--- src/rtl/mul_div_unit_pkg.sv ---
// Shared definitions for the RV32M/RV64M multiply/divide unit.
// Holds the funct3 operation encodings, the FSM states and the default widths.
package mul_div_unit_pkg;

   localparam int DAT_W          = 32;
   localparam int ROB_BIT        = 4;
   localparam int MDU_MUL_STAGES = 2;

   typedef enum logic [2:0] {
      MDU_MUL    = 3'd0,
      MDU_MULH   = 3'd1,
      MDU_MULHSU = 3'd2,
      MDU_MULHU  = 3'd3,
      MDU_DIV    = 3'd4,
      MDU_DIVU   = 3'd5,
      MDU_REM    = 3'd6,
      MDU_REMU   = 3'd7
   } mdu_op_e;

   typedef enum logic [1:0] {
      IDLE = 2'd0,
      MUL  = 2'd1,
      DIV  = 2'd2,
      DONE = 2'd3
   } mdu_state_e;

   // funct3 bit 2 separates the divide family from the multiply family
   function automatic logic op_is_div(input logic [2:0] op);
      return op[2];
   endfunction

endpackage

--- src/rtl/mul_div_unit_if.sv ---
// Reservation-station issue port and CDB result port of the multiply/divide unit.
// The slave modport is the unit itself; the master modport is its surroundings.
interface mul_div_unit_if
   import mul_div_unit_pkg::*;
#(
   parameter int XLEN  = DAT_W,
   parameter int TAG_W = ROB_BIT
);

   logic             rs_en_i;
   logic [2:0]       rs_op_i;
   logic [TAG_W-1:0] rs_qd_i;
   logic [XLEN-1:0]  rs_vs_i;
   logic [XLEN-1:0]  rs_vt_i;
   logic             rs_rdy_o;

   logic             cdb_en_o;
   logic [TAG_W-1:0] cdb_q_o;
   logic [XLEN-1:0]  cdb_v_o;
   logic             cdb_gnt_i;

   modport slave (
      input  rs_en_i, rs_op_i, rs_qd_i, rs_vs_i, rs_vt_i, cdb_gnt_i,
      output rs_rdy_o, cdb_en_o, cdb_q_o, cdb_v_o
   );

   modport master (
      output rs_en_i, rs_op_i, rs_qd_i, rs_vs_i, rs_vt_i, cdb_gnt_i,
      input  rs_rdy_o, cdb_en_o, cdb_q_o, cdb_v_o
   );

endinterface

--- src/rtl/mul_div_unit_iter_divider.sv ---
// Radix-2 restoring divider: one quotient bit per enabled cycle, then a sign fix-up cycle.
// Divide-by-zero and signed overflow are resolved at start and reported one cycle later.
module mul_div_unit_iter_divider
   import mul_div_unit_pkg::*;
#(
   parameter int XLEN = DAT_W
) (
   input  logic            clk,
   input  logic            rst,
   input  logic            en,
   input  logic            clear,
   input  logic            start,
   input  logic            is_signed,
   input  logic            is_rem,
   input  logic [XLEN-1:0] dividend,
   input  logic [XLEN-1:0] divisor,
   output logic            done,
   output logic [XLEN-1:0] result
);

   localparam int CW = $clog2(XLEN + 1);

   logic            active;
   logic            special;
   logic            neg_q;
   logic            neg_r;
   logic            rem_sel;
   logic [CW-1:0]   cnt;
   logic [XLEN-1:0] quo;
   logic [XLEN-1:0] rem;
   logic [XLEN-1:0] dvs;
   logic [XLEN-1:0] special_val;

   logic            sign1;
   logic            sign2;
   logic            div_zero;
   logic            overflow;
   logic [XLEN-1:0] abs1;
   logic [XLEN-1:0] abs2;
   logic [XLEN:0]   shifted;
   logic [XLEN:0]   diff;
   logic            fits;

   always_comb begin
      sign1    = is_signed & dividend[XLEN-1];
      sign2    = is_signed & divisor[XLEN-1];
      abs1     = sign1 ? -dividend : dividend;
      abs2     = sign2 ? -divisor : divisor;
      div_zero = (divisor == '0);
      overflow = is_signed && (dividend == {1'b1, {(XLEN-1){1'b0}}}) && (divisor == '1);
      shifted  = {rem, quo[XLEN-1]};
      diff     = shifted - {1'b0, dvs};
      fits     = (shifted >= {1'b0, dvs});
      done     = active && (special || (cnt == '0));
      if (special)
         result = special_val;
      else if (rem_sel)
         result = neg_r ? -rem : rem;
      else
         result = neg_q ? -quo : quo;
   end

   always_ff @(posedge clk or posedge rst) begin
      if (rst) begin
         active      <= 1'b0;
         special     <= 1'b0;
         neg_q       <= 1'b0;
         neg_r       <= 1'b0;
         rem_sel     <= 1'b0;
         cnt         <= '0;
         quo         <= '0;
         rem         <= '0;
         dvs         <= '0;
         special_val <= '0;
      end else if (en) begin
         if (clear) begin
            active <= 1'b0;
         end else if (start) begin
            active      <= 1'b1;
            special     <= div_zero || overflow;
            special_val <= div_zero ? (is_rem ? dividend : '1) : (is_rem ? '0 : dividend);
            quo         <= abs1;
            rem         <= '0;
            dvs         <= abs2;
            cnt         <= CW'(XLEN);
            neg_q       <= sign1 ^ sign2;
            neg_r       <= sign1;
            rem_sel     <= is_rem;
         end else if (done) begin
            active <= 1'b0;
         end else if (active) begin
            // quotient bits shift in where dividend bits shift out
            cnt <= cnt - 1'b1;
            quo <= {quo[XLEN-2:0], fits};
            rem <= fits ? diff[XLEN-1:0] : shifted[XLEN-1:0];
         end
      end
   end

endmodule

--- src/rtl/mul_div_unit.sv ---
// RV32M/RV64M execution unit: pipelined multiplier inline, iterative divider as a sub-module.
// One operation in flight; the tagged result is held on the CDB until the arbiter grants it.
module mul_div_unit
   import mul_div_unit_pkg::*;
#(
   parameter int XLEN       = DAT_W,
   parameter int TAG_W      = ROB_BIT,
   parameter int MUL_STAGES = MDU_MUL_STAGES
) (
   input  logic            clk,
   input  logic            rst,
   input  logic            en,
   input  logic            clear_i,
   mul_div_unit_if.slave   bus
);

   localparam int MCW = (MUL_STAGES > 1) ? $clog2(MUL_STAGES) : 1;

   mdu_state_e        state;
   mdu_state_e        next_state;
   logic              accept;
   logic [TAG_W-1:0]  tag_q;
   logic [2:0]        op_q;
   logic [MCW-1:0]    mul_cnt;
   logic [TAG_W-1:0]  cdb_q;
   logic [XLEN-1:0]   cdb_v;

   logic [2*XLEN-1:0] a_ext;
   logic [2*XLEN-1:0] b_ext;
   logic [2*XLEN-1:0] prod;
   logic [2*XLEN-1:0] pipe [MUL_STAGES];
   logic [2*XLEN-1:0] pipe_last;
   logic [XLEN-1:0]   mul_result;

   logic              div_done;
   logic [XLEN-1:0]   div_result;

   assign accept = en && !clear_i && bus.rs_en_i && (state == IDLE);

   // Extending both operands to 2*XLEN lets one unsigned multiply cover every signedness mix
   always_comb begin
      a_ext = ((bus.rs_op_i == MDU_MULH) || (bus.rs_op_i == MDU_MULHSU))
              ? {{XLEN{bus.rs_vs_i[XLEN-1]}}, bus.rs_vs_i} : {{XLEN{1'b0}}, bus.rs_vs_i};
      b_ext = (bus.rs_op_i == MDU_MULH)
              ? {{XLEN{bus.rs_vt_i[XLEN-1]}}, bus.rs_vt_i} : {{XLEN{1'b0}}, bus.rs_vt_i};
      prod       = a_ext * b_ext;
      pipe_last  = pipe[MUL_STAGES-1];
      mul_result = (op_q == MDU_MUL) ? pipe_last[XLEN-1:0] : pipe_last[2*XLEN-1:XLEN];
   end

   mul_div_unit_iter_divider #(
      .XLEN (XLEN)
   ) u_div (
      .clk       (clk),
      .rst       (rst),
      .en        (en),
      .clear     (clear_i),
      .start     (accept && op_is_div(bus.rs_op_i)),
      .is_signed (!bus.rs_op_i[0]),
      .is_rem    (bus.rs_op_i[1]),
      .dividend  (bus.rs_vs_i),
      .divisor   (bus.rs_vt_i),
      .done      (div_done),
      .result    (div_result)
   );

   always_ff @(posedge clk or posedge rst) begin
      if (rst)
         state <= IDLE;
      else if (en)
         state <= next_state;
   end

   // Flush outranks both a new issue and a CDB grant
   always_comb begin
      next_state = state;
      if (clear_i) begin
         next_state = IDLE;
      end else begin
         case (state)
            IDLE: if (bus.rs_en_i) next_state = op_is_div(bus.rs_op_i) ? DIV : MUL;
            MUL:  if (mul_cnt == '0) next_state = DONE;
            DIV:  if (div_done) next_state = DONE;
            DONE: if (bus.cdb_gnt_i) next_state = IDLE;
            default: next_state = IDLE;
         endcase
      end
   end

   always_comb begin
      bus.rs_rdy_o = (state == IDLE);
      bus.cdb_en_o = (state == DONE);
      bus.cdb_q_o  = cdb_q;
      bus.cdb_v_o  = cdb_v;
   end

   always_ff @(posedge clk or posedge rst) begin
      if (rst) begin
         tag_q   <= '0;
         op_q    <= '0;
         mul_cnt <= '0;
         cdb_q   <= '0;
         cdb_v   <= '0;
         for (int i = 0; i < MUL_STAGES; i++)
            pipe[i] <= '0;
      end else if (en) begin
         for (int i = 1; i < MUL_STAGES; i++)
            pipe[i] <= pipe[i-1];
         if (accept) begin
            tag_q   <= bus.rs_qd_i;
            op_q    <= bus.rs_op_i;
            mul_cnt <= MCW'(MUL_STAGES - 1);
            pipe[0] <= prod;
         end
         if (!clear_i) begin
            if (state == MUL) begin
               if (mul_cnt != '0) begin
                  mul_cnt <= mul_cnt - 1'b1;
               end else begin
                  cdb_q <= tag_q;
                  cdb_v <= mul_result;
               end
            end
            if ((state == DIV) && div_done) begin
               cdb_q <= tag_q;
               cdb_v <= div_result;
            end
         end
      end
   end

endmodule

--- src/flat_wrapper.sv ---
// flat-port wrapper written by rule: the top's interface ports become plain ports
module mul_div_unit_flat import mul_div_unit_pkg::*;
#(
   parameter int XLEN       = DAT_W,
   parameter int TAG_W      = ROB_BIT,
   parameter int MUL_STAGES = MDU_MUL_STAGES
)
  (clk, rst, en, clear_i, bus_rs_en_i, bus_rs_op_i, bus_rs_qd_i, bus_rs_vs_i, bus_rs_vt_i, bus_cdb_gnt_i, bus_rs_rdy_o, bus_cdb_en_o, bus_cdb_q_o, bus_cdb_v_o);
  mul_div_unit_if #(.XLEN(XLEN), .TAG_W(TAG_W)) bus_i ();
  input  logic clk;
  input  logic rst;
  input  logic en;
  input  logic clear_i;
  input wire logic [$bits(bus_i.rs_en_i)-1:0] bus_rs_en_i;
  input wire logic [$bits(bus_i.rs_op_i)-1:0] bus_rs_op_i;
  input wire logic [$bits(bus_i.rs_qd_i)-1:0] bus_rs_qd_i;
  input wire logic [$bits(bus_i.rs_vs_i)-1:0] bus_rs_vs_i;
  input wire logic [$bits(bus_i.rs_vt_i)-1:0] bus_rs_vt_i;
  input wire logic [$bits(bus_i.cdb_gnt_i)-1:0] bus_cdb_gnt_i;
  output wire logic [$bits(bus_i.rs_rdy_o)-1:0] bus_rs_rdy_o;
  output wire logic [$bits(bus_i.cdb_en_o)-1:0] bus_cdb_en_o;
  output wire logic [$bits(bus_i.cdb_q_o)-1:0] bus_cdb_q_o;
  output wire logic [$bits(bus_i.cdb_v_o)-1:0] bus_cdb_v_o;
  assign bus_i.rs_en_i = bus_rs_en_i;
  assign bus_i.rs_op_i = bus_rs_op_i;
  assign bus_i.rs_qd_i = bus_rs_qd_i;
  assign bus_i.rs_vs_i = bus_rs_vs_i;
  assign bus_i.rs_vt_i = bus_rs_vt_i;
  assign bus_i.cdb_gnt_i = bus_cdb_gnt_i;
  assign bus_rs_rdy_o = bus_i.rs_rdy_o;
  assign bus_cdb_en_o = bus_i.cdb_en_o;
  assign bus_cdb_q_o = bus_i.cdb_q_o;
  assign bus_cdb_v_o = bus_i.cdb_v_o;
  mul_div_unit #(.XLEN(XLEN), .TAG_W(TAG_W), .MUL_STAGES(MUL_STAGES)) u_core (.clk(clk), .rst(rst), .en(en), .clear_i(clear_i), .bus(bus_i));
endmodule
--- config.mk ---
export PLATFORM = sky130hd
export DESIGN_NAME = mul_div_unit_flat
export DESIGN_NICKNAME = d
export VERILOG_FILES = /design/src/rtl/mul_div_unit_pkg.sv /design/src/rtl/mul_div_unit_if.sv /design/src/rtl/mul_div_unit_iter_divider.sv /design/src/rtl/mul_div_unit.sv /design/src/flat_wrapper.sv
export SDC_FILE = /design/constraint.sdc
export NUM_CORES = 2
export LEC_CHECK = 0
export BUFFER_PORTS_ARGS = -buffer_cell sky130_fd_sc_hd__buf_4
export CORE_MARGIN = 2
export CORE_UTILIZATION = 67
export DETAILED_ROUTE_END_ITERATION = 16
export GPL_TIMING_DRIVEN = 0
export PLACE_DENSITY_LB_ADDON = 0.25
export SETUP_SLACK_MARGIN = 0.1
export SYNTH_ARGS = -nofsm -noshare
export SYNTH_HDL_FRONTEND = slang
export SYNTH_SLANG_ARGS = --single-unit
--- constraint.sdc ---
create_clock -name clk -period 14.9 [get_ports clk]
set_input_delay 2.98 -clock clk [delete_from_list [all_inputs] [get_ports clk]]
set_output_delay 2.98 -clock clk [all_outputs]
set_load 0.02 [all_outputs]
==> flow_summary.ini <==
[critical_path]
cp-end-kind = register
path_max_fanout = 10
cp_common_cell = fa_1
rr_startpoint = u_core.u_div.quo[31]$_DFFE_PP0P_
worstRegToRegCells = 14
cp.arrival_ns = 14.95
slowest_delay_ns = 1.03
cp.depth = 30
critPathLaunch = bus_rs_vt_i[3]
critPathBufInv = 9
cp_top_family = adder cells
cp-start-kind = input pin
endpoint = u_core.pipe[127]$_DFFE_PP0P_
reg2reg_slack_ns = 10.49
crit_type = in -> reg
r2r_end = u_core.u_div.rem[30]$_DFFE_PP0P_
cp_slowest_cell = clkbuf_1
worstPathRequired_ns = 15.33

[layout]
areaGrowthSynthToFinish_pct = 4.94
drive_gt1_frac = 0.0350
final_cell_mix = 1,587 x inv_1, 1,412 x fa_1, 1,061 x nand2_1
final_common_cell = inv_1
postLayoutCoreUtil = 0.710
finalNetCount = 9137
fillCellCount = 7435

[synth]
ys_types = 76
synthesis.nets = 9031
synth_edf_count = 0
ys_seq_elements = 313
yosys_warnings = 0
seq_area_frac_synth = 0.120
synth_area_per_cell_um2 = 9.13
synth_ff_type = dfrtp_1
syn_inst = 7180
synth_area_um2 = 65500
async_flop_share = 1.00

[detailed_routing]
ant_nets = 0
dr.pass1.iters = 12
drc = 0
drt_iter0_markers = 6615
vias = 54207
drt-vias-per-instance = 6.30
post_drt_wl_per_cell_um = 29.4
finalWirelength_um = 253000

[sta]
rsz0062_at_grt = no
report.final.setup_viol = 0
fin_worst_skew_ns = 0.0108
fmaxAchievable_mhz = 68.9
tightest_slew_ns = 1.72
slew_violations = 80
hold_viol_final = 0
period_share = 0.974
period_minus_slack_ns = 14.52
max_slew_margin = -0.146

[clock_tree]
cts.clk_slew.worst_paths_ns = 0.07
h-tree-depth = 1
hold_buffers = 0
clockBufferDepth = 3
clk_latency_ns = 0.57
cts_sinks = 313
cts_made_buffers = 26
clockRootBuffer = clkbuf_16
cts_tree = yes

[floorplanning]
die_area_um2 = 100000
fp.dieH_um = 317
fp.dieW_um = 317
coreArea_um2 = 96900
initial_core_util = 0.677
rows = 114
io_pins = 115

[placement]
dp_hpwl_um = 211000
place.gp.congestion = 1.08
numPortBuffers = 77

[global_routing]
grt_pass1_vias = 55890
grt_usage = 0.514
grt_pass1_wl_um = 364000
gr-total-overflow = 0
grt_max_degree = 125
antenna_found_initial = 31

[outcome]
violations = max-capacitance violations, max-slew violations
run_status = finished, violations left

[hold_path]
hp-class = reg -> reg

[job]
drv_cap = 8
-- kinds of logic (layout without fill, tap and decap cells) --
kind of cell,count (synthesis),count (layout),share of synthesized area
AOI/OAI and AO/OA,788,788,0.0748
buffers and inverters,1998,2124,0.115
muxes,102,102,0.0169
DFF,313,313,0.120
xor gates and xnor gates,257,257,0.0343
other,0,29,0
adders and majority gates,1806,1806,0.506
and+or+nand+nor,1916,1916,0.133
-- per-layer routing --
metal  wire [um]  track usage  up-vias
met5         315      0.00758        -
met4       23800        0.375       23
met3       38700        0.205     1155
met1       85500        0.631    26822
li1            -            -    21803
met2      105000        0.737     4404
-- worst min path at each step --
| stage | slack (ns) | cells past startpoint | startpoint | end |
|---|---|---|---|---|
| floorplan | 0.43 | 2 | u_core.pipe[83]$_DFFE_PP0P_ | u_core.pipe[83]$_DFFE_PP0P_ |
| global placement | 0.45 | 2 | u_core.pipe[92]$_DFFE_PP0P_ | u_core.pipe[92]$_DFFE_PP0P_ |
| detailed placement | 0.46 | 2 | u_core.tag_q[2]$_DFFE_PP0P_ | u_core.tag_q[2]$_DFFE_PP0P_ |
| CTS | 0.48 | 2 | u_core.tag_q[2]$_DFFE_PP0P_ | u_core.tag_q[2]$_DFFE_PP0P_ |
| global route | 0.50 | 2 | u_core.tag_q[1]$_DFFE_PP0P_ | u_core.tag_q[1]$_DFFE_PP0P_ |
| finish | 0.47 | 2 | u_core.tag_q[2]$_DFFE_PP0P_ | u_core.tag_q[2]$_DFFE_PP0P_ |
-- sequential cells by signal (all words and copies together) (netlist names), 2 cells and up --
| signal | cells |
|---|---|
| u_core.u_div.rem | 32 |
| u_core.u_div.quo | 32 |
| u_core.u_div.cnt | 6 |
| u_core.op_q | 3 |
| u_core.u_div.special_val | 32 |
| u_core.pipe | 64 |
| u_core.pipe_last | 64 |
| u_core.bus.cdb_v_o | 32 |
| u_core.state | 2 |
| u_core.bus.cdb_q_o | 4 |
| u_core.u_div.dvs | 32 |
| u_core.tag_q | 4 |
-- cells in the mapped netlist (74+ instances only) --
cell type	count	area, um2
xor2_1	74	648
a21oi_1	196	981
and2_1	378	2360
ha_1	361	4520
nor2_1	239	897
fa_1	1413	28300
xnor2_1	183	1600
nand2_1	1062	3990
o21ai_0	183	916
clkbuf_1	354	1330
dfrtp_1	313	7830
inv_1	1588	5960
-- worst min-delay path: cells and delay by family (launching register included) --
kind / cells / cell delay, ns
simple gates: 2 / 0.10
flops: 1 / 0.34
-- layout make-up --
type	instances	area [um2]	area share
inverters	1591	5980	0.0869
plain buffers	405	1570	0.0228
multi-input cells	4869	50200	0.730
flip-flops and latches	313	7830	0.114
clock inverters	11	151	0.00220
repair buffers	80	653	0.00950
diodes	29	72.6	0.00106
clock buffers	37	742	0.0108
well taps	1276	1600	0.0232
-- repair_timing --
action | in CTS | in global routing
buffers inserted | 0 | 0
endpoints found under the setup margin | 5 | 4
resized for setup | 2 | 4
-- per-stage QoR --
| stage | TNS [ns] | std cells | setup slack (ns) | cell area [um2] | hold slack (ns) |
|---|---|---|---|---|---|
| detailed placement | -5.35 | 8536 | -1.20 | 67800 | 0.459 |
| global route | 0 | 8591 | 0.317 | 68700 | 0.502 |
| global placement | -4.26 | 8533 | -1.09 | 67700 | 0.448 |
| finish | 0 | 8611 | 0.382 | 68800 | 0.472 |
| CTS | 0 | 8583 | 0.116 | 68700 | 0.476 |
| floorplan | 0 | 7180 | 2.60 | 65500 | 0.433 |
Power is not shown: default switching activity piles up to over one toggle a cycle in this logic, so the estimate is an artifact.
